==> src/rtl/level_monitor.sv <==
// Filtered level measurement for a thermometer-coded probe column, with
// programmable high/low thresholds and hysteresis alarming.
module level_monitor #(
    parameter int N_SENSORS      = 8,
    parameter int LEVEL_W        = $clog2(N_SENSORS + 1),
    parameter int STABLE_SAMPLES = 4,
    parameter int ERR_SAMPLES    = 3,
    parameter int HYST           = 1
) (
    input  logic                 clk_100MHz,
    input  logic                 reset,
    input  logic                 sample_tick,
    input  logic [N_SENSORS-1:0] sensors_input,
    input  logic [LEVEL_W-1:0]   setup_input,
    input  logic                 save_high,
    input  logic                 save_low,
    output logic [LEVEL_W-1:0]   level,
    output logic                 level_valid,
    output logic                 input_error,
    output logic [LEVEL_W-1:0]   high_threshold,
    output logic [LEVEL_W-1:0]   low_threshold,
    output logic                 prog_error,
    output logic                 GOET,
    output logic                 LOET,
    output logic [2:0]           alarm_state
);
    localparam int SC_W = $clog2(STABLE_SAMPLES + 1);
    localparam int EC_W = $clog2(ERR_SAMPLES + 1);
    localparam int CW   = LEVEL_W + 1;

    typedef enum logic [2:0] {
        ST_INIT   = 3'd0,
        ST_NORMAL = 3'd1,
        ST_HIGH   = 3'd2,
        ST_LOW    = 3'd3,
        ST_FAULT  = 3'd4
    } alarm_t;

    // Reset asserts immediately but releases on a clock edge.
    logic [1:0] rst_sync;
    logic       rst_n;

    always_ff @(posedge clk_100MHz or negedge reset) begin
        if (!reset) rst_sync <= 2'b00;
        else        rst_sync <= {rst_sync[0], 1'b1};
    end
    assign rst_n = rst_sync[1];

    logic [N_SENSORS-1:0] sens_meta;
    logic [N_SENSORS-1:0] sens_sync;

    always_ff @(posedge clk_100MHz or negedge rst_n) begin
        if (!rst_n) begin
            sens_meta <= '0;
            sens_sync <= '0;
        end else begin
            sens_meta <= sensors_input;
            sens_sync <= sens_meta;
        end
    end

    // A legal column reads 0..01..1: adding one must clear every set bit.
    logic [N_SENSORS-1:0] sens_plus1;
    logic                 sample_ok;
    logic [LEVEL_W-1:0]   sample_lvl;

    assign sens_plus1 = sens_sync + 1'b1;
    assign sample_ok  = (sens_sync & sens_plus1) == '0;

    always_comb begin
        sample_lvl = '0;
        for (int i = 0; i < N_SENSORS; i++)
            sample_lvl = sample_lvl + LEVEL_W'(sens_sync[i]);
    end

    logic [LEVEL_W-1:0] candidate;
    logic [SC_W-1:0]    stable_cnt;
    logic [SC_W-1:0]    stable_nxt;
    logic [EC_W-1:0]    err_cnt;
    logic [EC_W-1:0]    err_nxt;

    always_comb begin
        if (sample_lvl != candidate)
            stable_nxt = SC_W'(1);
        else if (stable_cnt == SC_W'(STABLE_SAMPLES))
            stable_nxt = stable_cnt;
        else
            stable_nxt = stable_cnt + 1'b1;
        if (err_cnt == EC_W'(ERR_SAMPLES))
            err_nxt = err_cnt;
        else
            err_nxt = err_cnt + 1'b1;
    end

    always_ff @(posedge clk_100MHz or negedge rst_n) begin
        if (!rst_n) begin
            candidate   <= '0;
            stable_cnt  <= '0;
            err_cnt     <= '0;
            level       <= '0;
            level_valid <= 1'b0;
            input_error <= 1'b0;
        end else if (sample_tick) begin
            if (sample_ok) begin
                candidate  <= sample_lvl;
                stable_cnt <= stable_nxt;
                err_cnt    <= '0;
                if (stable_nxt == SC_W'(STABLE_SAMPLES)) begin
                    level       <= sample_lvl;
                    level_valid <= 1'b1;
                    input_error <= 1'b0;
                end
            end else begin
                stable_cnt <= '0;
                err_cnt    <= err_nxt;
                if (err_nxt == EC_W'(ERR_SAMPLES))
                    input_error <= 1'b1;
            end
        end
    end

    // Simultaneous requests: the high write wins and the low write is reported as dropped.
    always_ff @(posedge clk_100MHz or negedge rst_n) begin
        if (!rst_n) begin
            high_threshold <= LEVEL_W'(N_SENSORS);
            low_threshold  <= '0;
            prog_error     <= 1'b0;
        end else begin
            prog_error <= 1'b0;
            if (save_high) begin
                if (setup_input > low_threshold && CW'(setup_input) <= CW'(N_SENSORS))
                    high_threshold <= setup_input;
                else
                    prog_error <= 1'b1;
                if (save_low)
                    prog_error <= 1'b1;
            end else if (save_low) begin
                if (setup_input < high_threshold)
                    low_threshold <= setup_input;
                else
                    prog_error <= 1'b1;
            end
        end
    end

    logic [CW-1:0] lvl_x;
    logic [CW-1:0] hi_x;
    logic [CW-1:0] lo_x;
    alarm_t        alarm_q;
    alarm_t        alarm_nxt;

    assign lvl_x = CW'(level);
    assign hi_x  = CW'(high_threshold);
    assign lo_x  = CW'(low_threshold);

    always_comb begin
        alarm_nxt = alarm_q;
        if (input_error) begin
            alarm_nxt = ST_FAULT;
        end else begin
            case (alarm_q)
                ST_INIT:   if (level_valid) alarm_nxt = ST_NORMAL;
                ST_NORMAL: begin
                    if (lvl_x >= hi_x)      alarm_nxt = ST_HIGH;
                    else if (lvl_x <= lo_x) alarm_nxt = ST_LOW;
                end
                ST_HIGH:   if (lvl_x + CW'(HYST) < hi_x) alarm_nxt = ST_NORMAL;
                ST_LOW:    if (lvl_x > lo_x + CW'(HYST)) alarm_nxt = ST_NORMAL;
                ST_FAULT:  alarm_nxt = ST_NORMAL;
                default:   alarm_nxt = ST_INIT;
            endcase
        end
    end

    always_ff @(posedge clk_100MHz or negedge rst_n) begin
        if (!rst_n) begin
            alarm_q <= ST_INIT;
            GOET    <= 1'b0;
            LOET    <= 1'b0;
        end else begin
            alarm_q <= alarm_nxt;
            GOET    <= (alarm_nxt == ST_HIGH);
            LOET    <= (alarm_nxt == ST_LOW);
        end
    end

    assign alarm_state = alarm_q;

endmodule
==> config.mk <==
export PLATFORM = sky130hd
export DESIGN_NAME = level_monitor
export DESIGN_NICKNAME = d
export VERILOG_FILES = /design/src/rtl/level_monitor.sv
export SDC_FILE = /design/constraint.sdc
export NUM_CORES = 1
export LEC_CHECK = 0
export BUFFER_PORTS_ARGS = -buffer_cell sky130_fd_sc_hd__clkbuf_2
export CAP_MARGIN = 20
export CORE_ASPECT_RATIO = 2
export CORE_UTILIZATION = 50
export DETAILED_ROUTE_END_ITERATION = 8
export MAX_ROUTING_LAYER = met4
export PLACE_DENSITY = 0.74
export SYNTH_ARGS = -nofsm -noshare
export SYNTH_HDL_FRONTEND = slang
export SYNTH_SLANG_ARGS = --single-unit
==> constraint.sdc <==
create_clock -name clk_100MHz -period 1.4 [get_ports clk_100MHz]
set_input_delay 0.28 -clock clk_100MHz [delete_from_list [all_inputs] [get_ports clk_100MHz]]
set_output_delay 0.28 -clock clk_100MHz [all_outputs]
set_load 0.05 [all_outputs]
==> impl_metrics.toml <==
[status]
status = "finished with violations"
violations = "negative setup slack"

[synthesis]
ys_types = 47
synth_warnings = 0
synthesis.nets = 282
synth_seq_cells = 47
synth_ff_type = "dfrtp_1"
synthSimpleGateAreaFrac_pct = 9.186
synthCells = 229
yosysSeqAreaShare_pct = 44.79
synth.avg_cell_area_um2 = 11.48
synthXorXnorAreaFrac_pct = 2.332
muxShareOfSynthArea_pct = 6.806
synth_top_family_by_area = "adder cells"
synth-edff-count = 0
synthArstFlopShare_pct = 100.0
synth-compound-area-share_pct = 14.04
syn_area_mm2 = 0.002629
synth_fa_ha_area_share_pct = 18.28

[critical_path]
crit_chain = "fa_1 -> inv_1 -> fa_1 -> fa_1 -> inv_2 -> ha_4 -> fa_2 -> xor2_1 -> nor2_2 -> o2111ai_4 -> nor4_4 -> buf_6 -> mux2_2"
end_kind = "register"
slowest_delay_ps = 540
worstPathArrival_ps = 4090
cp_slowest_cell = "fa_2"
crit_top_cell = "fa_1"
path_max_fanout = 6
cp.required_ps = 1610
crit_type = "register to register"
start_kind = "register"

[die]
rows = 37
die_area_mm2 = 0.005569
die_x_um = 53.27
num_io_pins = 37
coreArea_mm2 = 0.005092
start_util_pct = 51.62
fp.dieH_um = 104.5

[sta]
finalCritPeriodShare_pct = 277.0
finalSetupViolations = 30
clock.fmax_ghz = 0.2578
skew_ps = 8.865
fin_ws_ps = -2478
finalMaxSlewViolations = 0
whs_ps = 63.37
rsz0062_at_grt = "yes"
period_minus_slack_ps = 3878
fin_setup_tns_ps = -35480
hold_violations = 0

[final_layout]
layout-drive-gt1-share_pct = 51.00
insertedDiodeCount = 0
utilization_pct = 76.34
fillCellCount = 324
syn_to_final_growth_pct = 47.88
final_cells = 407
finalNetCount = 401
stdcell_area_mm2 = 0.003887

[min_path]
hp-class = "input pin to register"

[routing]
vias = 2268
drtIter0Drc = 43
drt_pass1_iterations = 4
antenna_left = 0
wl_per_cell_um = 16.68
drt_wl_total_um = 6789
route.detailed.drc = 0
routed_via_density = 5.572

[pwr]
netSwitchingFraction_pct = 40.49
peakVddDrop_uv = 1690
p_int_mw = 3.808
power_frac_seq_pct = 27.6
total_power_mw = 6.399
power_leakage_nw = 1.928
switchingPower_mw = 2.591
p_per_area_mw_per_mm2 = 1646
p_comb_share_pct = 57.9
pwr-share-clk_pct = 14.5

[clock_network]
clockRootBuffer = "clkbuf_8"
cts_tree = "built"
cts_max_level = 2
cts_sinks = 47
clk_pin_slew_worst_paths_ps = 100
cts_buffers = 5
clk_latency_ps = 320
max-clock-path-buffers = 2

[global_route]
grt_use_total_pct = 27.99
antenna_found_initial = 0
first_global_vias = 2423
gr-total-overflow = 0
grt_max_degree = 25
grt_pass1_wl_um = 10960

[place]
place_inst = 382
placed_area_mm2 = 0.003451
gp_congestion = 0.8282
hpwl_um = 4601
place_ws_ps = -2491
io_buffers = 36

[flow_run]
cap_violations = 0
==> power by group through the flow <==
stage          Sequential, mW  Clock (mW)  Combinational, mW
2_1_floorplan            2.28           0               1.43
3_3_place_gp             1.76           0               2.91
3_5_place_dp             1.77           0               3.00
4_1_cts                  1.75       0.949               3.40
5_1_grt                  1.79        1.00               3.96
6_report                 1.77       0.930               3.70
==> layout by cell type, fill, tap and decap left out, types with 5 or more instances in the layout <==
cell type,synthesis,final
nor2_1,7,5
buf_6,0,12
inv_2,1,5
clkbuf_8,0,7
dfrtp_2,0,9
buf_4,0,67
o21ai_0,8,6
inv_1,28,23
nand2_1,7,7
clkbuf_2,0,22
nand3_1,7,6
ha_1,32,28
a21oi_1,13,9
dfrtp_1,46,37
mux2_2,15,5
mux2_4,0,10
==> Yosys cell counts, types with 4 or more instances <==
cell | n | share of area (%)
a21oi_1 | 13 | 2.5
dfrtp_1 | 46 | 44
fa_1 | 4 | 3.0
ha_1 | 32 | 15
inv_1 | 28 | 4.0
mux2_2 | 15 | 6.4
nand2_1 | 7 | 1.0
nand2b_1 | 4 | 0.95
nand3_1 | 7 | 1.3
nand4_1 | 4 | 0.95
nor2_1 | 7 | 1.0
nor2b_1 | 4 | 0.95
o211ai_1 | 4 | 1.1
o21ai_0 | 8 | 1.5
xor2_1 | 4 | 1.3
==> critical path, delay by kind of cell, from the launching register on <==
kind	cells	cell delay, ps
AOI/OAI and AO/OA	1	150
xor gates and xnor gates	1	80
adders and majority gates	5	2210
buffers and inverters	3	260
DFF	1	410
muxes	1	320
and+or+nand+nor	2	330
==> final timing paths <==
check / start / to / slack (ps) / cells past startpoint
max: sens_sync[0]$_DFF_PN0_ / level[0]$_DFFE_PN0P_ / -2480 / 13
min: sensors_input[0] / sens_meta[0]$_DFF_PN0_ / 60 / 1
max reg2reg: sens_sync[0]$_DFF_PN0_ / level[0]$_DFFE_PN0P_ / -2480 / 13
min reg2reg: rst_sync[1]$_DFF_PN0_ / sens_sync[6]$_DFF_PN0_ / 250 / 1
max in group asynchronous: rst_sync[1]$_DFF_PN0_ / high_threshold[3]$_DFFE_PN1P_ / 840 / 1
min in group asynchronous: rst_sync[1]$_DFF_PN0_ / sens_sync[6]$_DFF_PN0_ / 250 / 1
==> cell type report <==
class                   instances  area (um2)  area share, %
clock buffers                   5       68.82          1.770
repair buffers                114       915.9          23.56
clock inverters                 3       28.78         0.7403
well taps                      58       72.57          1.867
flip-flops and latches         47        1189          30.58
multi-input cells             151        1501          38.62
inverters                      29       111.4          2.865
==> logic make-up after synthesis <==
logic type               after synthesis
AO/OA/AOI/OAI                         49
buffers and inverters                 31
flip-flops                            47
AND/OR/NAND/NOR                       42
other                                  1
adder cells (fa/ha/maj)               36
multiplexers                          16
XOR/XNOR                               7
==> state kept, by name, summed over array words and instances (netlist names), 3 cells and up <==
signal and cells:
sens_meta 8, level 4, alarm_state 3, high_threshold 4, sens_sync 8, low_threshold 4
stable_cnt 3, candidate 4
==> per-layer routing <==
| metal | GRT usage (%) | routed length (um) | vias to the layer above |
|---|---|---|---|
| met4 | 13.53 | 284 | 0 |
| met1 | 26.19 | 2428 | 1121 |
| met3 | 4.803 | 193 | 31 |
| met5 | - | 0 | - |
| li1 | - | - | 1051 |
| met2 | 50.71 | 3883 | 65 |
==> repair_timing <==
action                                  in CTS  in global routing
endpoints found under the setup margin      37                 38
hold buffers                                 1                  0
buffers inserted                            10                 11
pin swaps                                   12                  8
hold endpoints to repair                     2                  0
gates resized for setup                     39                 22
Note: power is estimated with default switching activity, not from simulation.
